## config.mk

```make
export PLATFORM = sky130hd
export DESIGN_NAME = bcd_convert_scheduler_flat
export DESIGN_NICKNAME = d
export VERILOG_FILES = /design/src/rtl/bcd_pkg.sv /design/src/rtl/bcd_convert_scheduler_if.sv /design/src/rtl/bcd_shift_engine.sv /design/src/rtl/bcd_convert_scheduler.sv /design/src/flat_wrapper.sv
export SDC_FILE = /design/constraint.sdc
export NUM_CORES = 1
export LEC_CHECK = 0
export ABC_CLOCK_PERIOD_IN_PS = 2950
export BUFFER_PORTS_ARGS = -buffer_cell sky130_fd_sc_hd__buf_2
export CELL_PAD_IN_SITES_DETAIL_PLACEMENT = 0
export CELL_PAD_IN_SITES_GLOBAL_PLACEMENT = 1
export CORE_MARGIN = 4
export CORE_UTILIZATION = 25
export DETAILED_ROUTE_END_ITERATION = 10
export MAX_ROUTING_LAYER = met4
export PLACE_DENSITY = 0.6
export SKIP_LAST_GASP = 1
export SLEW_MARGIN = 10
export SYNTH_ARGS = -nofsm -noshare
export SYNTH_HDL_FRONTEND = slang
export SYNTH_SLANG_ARGS = --single-unit
```

## constraint.sdc

```tcl
create_clock -name clock -period 2.95 [get_ports clock]
set_input_delay 0.295 -clock clock [delete_from_list [all_inputs] [get_ports clock]]
set_output_delay 0.295 -clock clock [all_outputs]
set_load 0.005 [all_outputs]
```

## src/rtl/bcd_pkg.sv

```systemverilog
// rtl/bcd_pkg.sv - shared state encoding, BCD sizing and the double-dabble digit correction
package bcd_pkg;

    typedef enum logic [1:0] {
        IDLE  = 2'd0,
        SHIFT = 2'd1,
        DONE  = 2'd2
    } state_t;

    localparam int BCD_DIGITS = 4;
    localparam int BCD_W      = 16;

    typedef logic [3:0] bcd_digit_t;

    // A digit is at most 9 before correction, so +3 never overflows 4 bits.
    function automatic bcd_digit_t dabble_adj(input bcd_digit_t d);
        return (d >= 4'd5) ? bcd_digit_t'(d + 4'd3) : d;
    endfunction

endpackage

```

## src/rtl/bcd_convert_scheduler_if.sv

```systemverilog
// rtl/bcd_convert_scheduler_if.sv - requester bus; bcd_hold exists only with BCD_SCHED_HOLD_EN
interface bcd_convert_scheduler_if #(
    parameter int NUM_REQ   = 4,
    parameter int BIN_WIDTH = 13,
    parameter int ID_W      = 2
);
    import bcd_pkg::*;

    logic [NUM_REQ-1:0]           req;
    logic [NUM_REQ*BIN_WIDTH-1:0] bin_in;
    logic [NUM_REQ-1:0]           grant;
    logic                         busy;
    logic                         done;
    logic [ID_W-1:0]              done_id;
    logic [BCD_W-1:0]             bcd_out;
`ifdef BCD_SCHED_HOLD_EN
    logic [NUM_REQ*BCD_W-1:0]     bcd_hold;

    modport master (output req, bin_in, input grant, busy, done, done_id, bcd_out, bcd_hold);
    modport slave  (input req, bin_in, output grant, busy, done, done_id, bcd_out, bcd_hold);
`else
    modport master (output req, bin_in, input grant, busy, done, done_id, bcd_out);
    modport slave  (input req, bin_in, output grant, busy, done, done_id, bcd_out);
`endif

endinterface

```

## src/rtl/bcd_shift_engine.sv

```systemverilog
// rtl/bcd_shift_engine.sv - one-bit-per-cycle double-dabble engine; runs while its counter is nonzero
module bcd_shift_engine
    import bcd_pkg::*;
#(
    parameter int BIN_WIDTH = 13
) (
    input  logic                 clock,
    input  logic                 reset,
    input  logic                 i_load,
    input  logic [BIN_WIDTH-1:0] i_operand,
    output logic                 o_last_iter,
    output logic [BCD_W-1:0]     o_digits
);
    localparam int CNT_W = $clog2(BIN_WIDTH + 1);

    logic [BIN_WIDTH-1:0]       r_bin;
    logic [BCD_W-1:0]           r_digits;
    logic [CNT_W-1:0]           r_cnt;
    logic [BCD_W-1:0]           w_adj;
    logic [BCD_W+BIN_WIDTH-1:0] w_next;

    always_comb begin
        w_adj = r_digits;
        for (int d = 0; d < BCD_DIGITS; d++) begin
            w_adj[d*4 +: 4] = dabble_adj(r_digits[d*4 +: 4]);
        end
        w_next = {w_adj, r_bin} << 1;
    end

    always_ff @(posedge clock) begin
        if (reset) begin
            r_bin    <= '0;
            r_digits <= '0;
            r_cnt    <= '0;
        end else if (i_load) begin
            r_bin    <= i_operand;
            r_digits <= '0;
            r_cnt    <= CNT_W'(BIN_WIDTH);
        end else if (r_cnt != '0) begin
            r_digits <= w_next[BCD_W+BIN_WIDTH-1:BIN_WIDTH];
            r_bin    <= w_next[BIN_WIDTH-1:0];
            r_cnt    <= r_cnt - 1'b1;
        end
    end

    assign o_last_iter = (r_cnt == CNT_W'(1));
    assign o_digits    = r_digits;

endmodule

```

## src/rtl/bcd_convert_scheduler.sv

```systemverilog
// rtl/bcd_convert_scheduler.sv - round-robin arbiter and FSM sharing one BCD engine
// Optional per-requester result hold registers under BCD_SCHED_HOLD_EN.
module bcd_convert_scheduler
    import bcd_pkg::*;
#(
    parameter int NUM_REQ   = 4,
    parameter int BIN_WIDTH = 13,
    parameter int ID_W      = 2
) (
    input  logic                    clock,
    input  logic                    reset,
    bcd_convert_scheduler_if.slave  bus
);
    state_t               r_state;
    logic [NUM_REQ-1:0]   r_grant;
    logic                 r_busy;
    logic                 r_done;
    logic [ID_W-1:0]      r_done_id;
    logic [BCD_W-1:0]     r_bcd_out;
    logic [ID_W-1:0]      r_ptr;
    logic [ID_W-1:0]      r_tag;

    logic [BIN_WIDTH-1:0] w_ops [NUM_REQ];
    logic [NUM_REQ-1:0]   w_onehot;
    logic                 w_found;
    logic [ID_W-1:0]      w_sel;
    logic [ID_W-1:0]      w_idx;
    logic [ID_W-1:0]      w_ptr_next;
    logic                 w_load;
    logic                 w_last_iter;
    logic [BCD_W-1:0]     w_digits;

    // First set request at or after the pointer, wrapping modulo NUM_REQ.
    always_comb begin
        w_onehot = '0;
        w_found  = 1'b0;
        w_sel    = '0;
        w_idx    = '0;
        for (int i = 0; i < NUM_REQ; i++) begin
            w_ops[i] = bus.bin_in[i*BIN_WIDTH +: BIN_WIDTH];
        end
        for (int i = 0; i < NUM_REQ; i++) begin
            w_idx = ID_W'((int'(r_ptr) + i) % NUM_REQ);
            if (!w_found && bus.req[w_idx]) begin
                w_found         = 1'b1;
                w_sel           = w_idx;
                w_onehot[w_idx] = 1'b1;
            end
        end
        w_ptr_next = (w_sel == ID_W'(NUM_REQ - 1)) ? '0 : w_sel + 1'b1;
    end

    assign w_load = (r_state == IDLE) && w_found;

    bcd_shift_engine #(.BIN_WIDTH(BIN_WIDTH)) u_engine (
        .clock       (clock),
        .reset       (reset),
        .i_load      (w_load),
        .i_operand   (w_ops[w_sel]),
        .o_last_iter (w_last_iter),
        .o_digits    (w_digits)
    );

`ifdef BCD_SCHED_HOLD_EN
    logic [BCD_W-1:0] r_hold [NUM_REQ];

    always_ff @(posedge clock) begin
        if (reset) begin
            for (int i = 0; i < NUM_REQ; i++) r_hold[i] <= '0;
        end else if (r_state == DONE) begin
            r_hold[r_tag] <= w_digits;
        end
    end

    for (genvar g = 0; g < NUM_REQ; g++) begin : g_hold
        assign bus.bcd_hold[g*BCD_W +: BCD_W] = r_hold[g];
    end
`endif

    // busy follows the state by one cycle so it stays high through the done pulse.
    always_ff @(posedge clock) begin
        if (reset) begin
            r_state   <= IDLE;
            r_grant   <= '0;
            r_busy    <= 1'b0;
            r_done    <= 1'b0;
            r_done_id <= '0;
            r_bcd_out <= '0;
            r_ptr     <= '0;
            r_tag     <= '0;
        end else begin
            r_grant <= '0;
            r_done  <= 1'b0;
            r_busy  <= (r_state != IDLE);
            case (r_state)
                IDLE: begin
                    if (w_found) begin
                        r_grant <= w_onehot;
                        r_tag   <= w_sel;
                        r_ptr   <= w_ptr_next;
                        r_state <= SHIFT;
                    end
                end
                SHIFT: begin
                    if (w_last_iter) r_state <= DONE;
                end
                DONE: begin
                    r_done    <= 1'b1;
                    r_bcd_out <= w_digits;
                    r_done_id <= r_tag;
                    r_state   <= IDLE;
                end
                default: r_state <= IDLE;
            endcase
        end
    end

    assign bus.grant   = r_grant;
    assign bus.busy    = r_busy;
    assign bus.done    = r_done;
    assign bus.done_id = r_done_id;
    assign bus.bcd_out = r_bcd_out;

endmodule

```

## src/flat_wrapper.sv

```systemverilog
// flat-port wrapper written by rule: the top's interface ports become plain ports
module bcd_convert_scheduler_flat import bcd_pkg::*;
#(
    parameter int NUM_REQ   = 4,
    parameter int BIN_WIDTH = 13,
    parameter int ID_W      = 2
)
  (clock, reset, bus_req, bus_bin_in, bus_grant, bus_busy, bus_done, bus_done_id, bus_bcd_out);
  bcd_convert_scheduler_if #(.NUM_REQ(NUM_REQ), .BIN_WIDTH(BIN_WIDTH), .ID_W(ID_W)) bus_i ();
  input  logic clock;
  input  logic reset;
  input wire logic [$bits(bus_i.req)-1:0] bus_req;
  input wire logic [$bits(bus_i.bin_in)-1:0] bus_bin_in;
  output wire logic [$bits(bus_i.grant)-1:0] bus_grant;
  output wire logic [$bits(bus_i.busy)-1:0] bus_busy;
  output wire logic [$bits(bus_i.done)-1:0] bus_done;
  output wire logic [$bits(bus_i.done_id)-1:0] bus_done_id;
  output wire logic [$bits(bus_i.bcd_out)-1:0] bus_bcd_out;
  assign bus_i.req = bus_req;
  assign bus_i.bin_in = bus_bin_in;
  assign bus_grant = bus_i.grant;
  assign bus_busy = bus_i.busy;
  assign bus_done = bus_i.done;
  assign bus_done_id = bus_i.done_id;
  assign bus_bcd_out = bus_i.bcd_out;
  bcd_convert_scheduler #(.NUM_REQ(NUM_REQ), .BIN_WIDTH(BIN_WIDTH), .ID_W(ID_W)) u_core (.clock(clock), .reset(reset), .bus(bus_i));
endmodule
```

Word-level counts from Yosys, hierarchy flattened
Index checks and enable logic that the tools add are counted.

Memories kept: 0. Input bits: 58. Flip-flop bits (word level): 63. RAM bits: 0. Output and inout bits: 24. Memory bits (read-only): 0. Logic and storage cells: 109. Bits in latches: 0.

Div/mod/pow operators: 0. Equality and inequality tests: 6. Shift operators: 0. Multipliers: 0. Reduce and logical (&&, ||, !) cells: 19. Muxes and demuxes: 44. Bitwise logic cells: 6. Magnitude comparators: 13. $add $sub $neg: 9.

Operators by type and width (count): $mux W13 (4); $mux W4 (9); $bmux W13 S2 (1); $ge A4 B3 Y1 const B (4); $mux W2 (7); $mux W1 (13); $add A4 B2 Y4 const B (3); $lt A2 B3 Y1 const B (4); $or A4 B4 Y4 (3); $bmux W1 S2 (4); $demux W1 S2 (4); $ge A2 B1 Y1 const B (4); $logic_and A1 B1 Y1 (8); $add A2 B1 Y2 const B (2); $add A2 B2 Y2 const B (2); $eq A2 B2 Y1 const B (2); $eq A4 B1 Y1 const B (1); $pmux W2 S2 (1); $reduce_and A2 Y1 (2); $reduce_bool A2 Y1 (2); $reduce_bool A4 Y1 (1); $sub A4 B1 Y4 const B (1); $add A3 B2 Y3 const B (1); $ge A3 B3 Y1 const B (1); other kinds (10) (13).

Depth between registers and ports, before layout
Depth in word-level cells: 17. Gate-level depth with buffers: 12. Mapped depth without buffers: 8.

By module
From an unflattened synthesis, not the netlist that was laid out.

Cell total of the unflattened synthesis: 432. Area total of the unflattened synthesis: 3613.5 sq um.

Modules (own cells, without submodules): bcd_convert_scheduler (cells an instance 212, sequential area each 600.6 sq um, times used 1, area each 1896.8 sq um); bcd_shift_engine (cells an instance 220, sequential area each 660.6 sq um, times used 1, area each 1716.6 sq um).

Worst setup path after synthesis
Ideal clock, no wire load.

Kind: flip-flop to flip-flop. From: register u_core.r_ptr[1]. To: register u_core.u_engine.r_bin[11]. Path buffers: 4. Clock period less this slack: 2629 ps. Arrival: 2499 ps. Stages on the path, launching flop included: 13. Slack: 321 ps. Setup time: 130 ps. Required time: 2820 ps. Cell sequence: dfxtp_1 > clkbuf_2 > inv_1 > ha_1 > buf_6 > mux2_4 > a22oi_1 > o31a_2 > o21a_1 > buf_4 > buf_6 > mux2i_1 > o211ai_2.

Longest elaborated chain between the ends: 17. Elaborated cells between the ends (all ways): 32. Classes of those cells: add/sub (3); mux (20); bitwise (1); reduce/logical (8).

Ends and longest elaborated chain: start, declared (line bcd_convert_scheduler.sv:20) `logic [ID_W-1:0] r_ptr;`; start signal, assigned (line bcd_convert_scheduler.sv:100) `r_ptr <= w_ptr_next;`; parallel branches: the longest is 17 deep, another holds $add A2 B1 Y2; end signal, assigned (line bcd_shift_engine.sv:36) `r_bin <= i_operand;`; end signal, assigned (line bcd_shift_engine.sv:41) `r_bin <= w_next[BIN_WIDTH-1:0];`; end, declared (line bcd_shift_engine.sv:16) `logic [BIN_WIDTH-1:0] r_bin;`.

Several ways; the timed one is not identified. The select of a mux whose other input is x is not followed. A chain may end at the register's enable or synchronous reset.

Worst setup path in the final report
From: register u_core.r_ptr[0]. To: register u_core.u_engine.r_bin[12].

The elaborated chain is that of the path after synthesis.

==> flow_summary_export.csv <==
group,metric,value,unit
floorplanning,die-area,17300,um^2
hold_path,hold_class,"in -> reg",
sta,fmax,0.375,GHz
hold_path,min_from,"bus_bin_in[47]",
final_layout,fin_cells,735,
logic_synthesis,yosys-top-cells-area,"dfxtp_1 (33%), nand2_1 (11%), a21oi_1 (6.3%), ha_1 (4.9%), mux2i_1 (4.2%)",
clock_tree,clk_latency,0.33,ns
worst_setup_path,critPathMaxFanout,14,
final_layout,layout.nets,619,
worst_setup_path,rr_startpoint,"u_core.r_ptr[0]",
sta,tightestPinTransition,1.04,ns
logic_synthesis,ys.flop_type,"dfxtp_1",
sta,finalCritPeriodShare,90.5,%
logic_synthesis,netlist_instances,475,
flow_run,max_cap_viol_count,0,
global_routing,grt_antenna_before_repair,0,
sta,min_period,2.67,ns
sta,tns,0,ns
logic_synthesis,synth_top_area_share,33.1,%
clock_tree,cts_made_buffers,9,
logic_synthesis,yosys_warnings,0,
final_layout,antennaDiodeCount,0,
final_layout,area_growth,23.3,%
worst_setup_path,crit_top_cell,"buf_4",
placement,dp_cells,719,
worst_setup_path,cp_cell_sequence,"inv_2 > ha_1 > buf_4 > mux2i_1 > mux2i_2 > a2111oi_4 > o21ai_2 > buf_4 > o2111ai_1 > o211ai_1",
power_and_ir_drop,p_leak,1.92,nW
worst_setup_path,cp.buffers_inverters,3,
power_and_ir_drop,power_density,816,nW/um^2
worst_setup_path,reg2reg_to,"u_core.u_engine.r_bin[12]",
global_routing,grt_max_degree,34,
route,ant_nets,0,
floorplanning,die_w,131,um
logic_synthesis,synth_cell_types,53,
route,wl_per_cell,14.2,um
global_routing,overflow,0,
route,drtIter0Drc,196,
worst_setup_path,endpoint_kind,"flop",
logic_synthesis,synth_edf_count,0,
logic_synthesis,ys_async_sr_fraction,0,%
worst_setup_path,crit_arrival,2.92,ns
logic_synthesis,synth_top_area_cell,"dfxtp_1",
worst_setup_path,crit_required,3.21,ns
route,via_per_inst,4.89,
placement,dp_hpwl,7.88,mm
logic_synthesis,synth_area_per_cell,8.03,um^2
worst_setup_path,start_kind,"flop",
route,first_pass_iters,4,
hold_path,worstHoldPathCells,3,
placement,portBuffers,81,
worst_setup_path,critPathTopFamily,"compound AO/OA/AOI/OAI gates",
outcome,outcome,"complete, no violations",
floorplanning,core_area,14800,um^2
logic_synthesis,synth-seq-area-share,33.1,%
sta,skew,0.00528,ns
logic_synthesis,yosys-top-cells-count,"nand2_1 (113), dfxtp_1 (63), a21oi_1 (48), nor2_1 (25)",
worst_setup_path,crit_type,"reg -> reg",
clock_tree,cts_buffer_depth,2,
final_layout,fillCellCount,1582,
sta,setup_viol,0,
final_layout,drive_gt1_share,25.4,%
floorplanning,initial_utilization,25.8,%
clock_tree,path_clk_slew,0.06,ns
placement,place_congestion,0.828,
global_routing,grt_pass1_wl,17.5,mm
floorplanning,rows,44,
route,drc,0,
floorplanning,die_y,131,um
logic_synthesis,syn_nets,548,
hold_path,min_to,"u_core.u_engine.r_bin[8]",
worst_setup_path,critPathSlowestCell,"mux2i_2",
route,postRouteWirelength,10.4,mm
clock_tree,clock-sinks,63,
sta,drv_slew,0,
global_routing,grt_pass1_vias,3458,
logic_synthesis,yosysMostFrequentCell,"nand2_1",
worst_setup_path,slowest_delay,0.43,ns
floorplanning,io-pin-count,82,
global_routing,grt_usage,12.7,%
logic_synthesis,ys_ff_latch,63,
clock_tree,clockRootBuffer,"clkbuf_16",
clock_tree,h-tree-depth,3,
sta,slew_headroom,30.4,%
sta,grt_setup_unrepaired,"false",
worst_setup_path,r2r_cells,10,
clock_tree,post_cts_buffers,0,
clock_tree,cts_tree,"yes",
worst_setup_path,regToRegSetupSlack,0.28,ns
logic_synthesis,syn_area,3810,um^2
route,via_count,3592,
clock_tree,hold_buffers,0,
sta,hold_violations,0,
power_and_ir_drop,peakVddDrop,0.274,mV
## worst max path at each step
stage | startpoint | end | slack (ns) | depth (start not counted)
2_1_floorplan | u_core.r_ptr[1] | u_core.u_engine.r_bin[11] | 0.32 | 12
5_1_grt | u_core.r_ptr[0] | u_core.u_engine.r_bin[1] | 0.09 | 9
4_1_cts | u_core.r_ptr[0] | u_core.r_ptr[0] | 0.27 | 9
3_3_place_gp | u_core.r_ptr[0] | u_core.u_engine.r_bin[2] | 0.35 | 9
3_5_place_dp | u_core.r_ptr[0] | u_core.r_ptr[0] | 0.29 | 9
6_report | u_core.r_ptr[0] | u_core.u_engine.r_bin[12] | 0.28 | 10
## cells by family after synthesis
group,share of synthesized area (%)
and+or+nand+nor,20.9
AOI/OAI and AO/OA,26.1
DFF,33.1
buffers and inverters,6.20
muxes,7.19
adders and majority gates,4.92
xor gates and xnor gates,1.61
## power by group
| group | internal [mW] | switching (mW) | leakage, nW |
|---|---|---|---|
| combinational | 0.733 | 0.917 | 1.25 |
| clock | 0.740 | 0.404 | 0.152 |
| sequential | 0.976 | 0.0653 | 0.514 |
## routing by layer
metal	track usage, %	share of wire, %	vias to the layer above
met1	16.5	49	1635
met2	19.1	45	107
li1	-	-	1831
met5	-	0	-
met4	5.31	1.7	0
met3	2.64	4.5	19
## cell usage in the layout (no fill, tap or decap), drive strengths merged, types with 7 or more instances in the layout
cell type    n
inv         12
o21ai       21
o22ai       12
o2111ai     12
nand2      113
ha          15
mux2i       18
xnor2        7
dfxtp       63
o211ai      13
a21oi       48
nand2b      11
clkbuf       9
nor2        25
a2bb2oi     12
buf         95
## worst min-delay path, delay by kind of cell
| family | cells | cell delay (ns) |
|---|---|---|
| multiplexers | 1 | 0.07 |
| buffers and inverters | 1 | 0.07 |
| AO/OA/AOI/OAI | 1 | 0.13 |
## state kept, by name, indices dropped and copies added (netlist names)
signal,count
u_core.bus.bcd_out,16
u_core.bus.busy,1
u_core.bus.done,1
u_core.bus.done_id,2
u_core.bus.grant,4
u_core.r_ptr,2
u_core.r_state,2
u_core.r_tag,2
u_core.u_engine.o_digits,16
u_core.u_engine.r_bin,13
u_core.u_engine.r_cnt,4
## repair_timing
| item | 4_1_cts | 5_1_grt |
|---|---|---|
| endpoints found under the hold margin | 0 | 0 |
| gates resized for setup | 0 | 1 |
| endpoints found under the setup margin | 0 | 1 |
## cell type report
type | instances | area [um^2] | area share, %
Clock inverter | 7 | 97.6 | 2.08
Multi-Input combinational cell | 365 | 2320 | 49.3
Inverter | 12 | 45.0 | 0.958
Timing Repair Buffer | 95 | 523 | 11.1
Tap cell | 184 | 230 | 4.90
Clock buffer | 9 | 225 | 4.79
Sequential cell | 63 | 1260 | 26.8
## per-stage QoR
stage	power (mW)	utilization [%]	hold WS, ns	setup WS, ns	cell area, um^2
after floorplan	2.36	-	0.432	0.321	3810
after global placement	2.70	29.6	0.443	0.353	4370
after detailed placement	2.70	29.6	0.443	0.294	4370
after CTS	3.87	31.8	0.265	0.272	4700
after global routing	4.09	31.9	0.279	0.0926	4700
final	3.83	31.9	0.276	0.281	4700
Power figures use the tool's default switching activity.
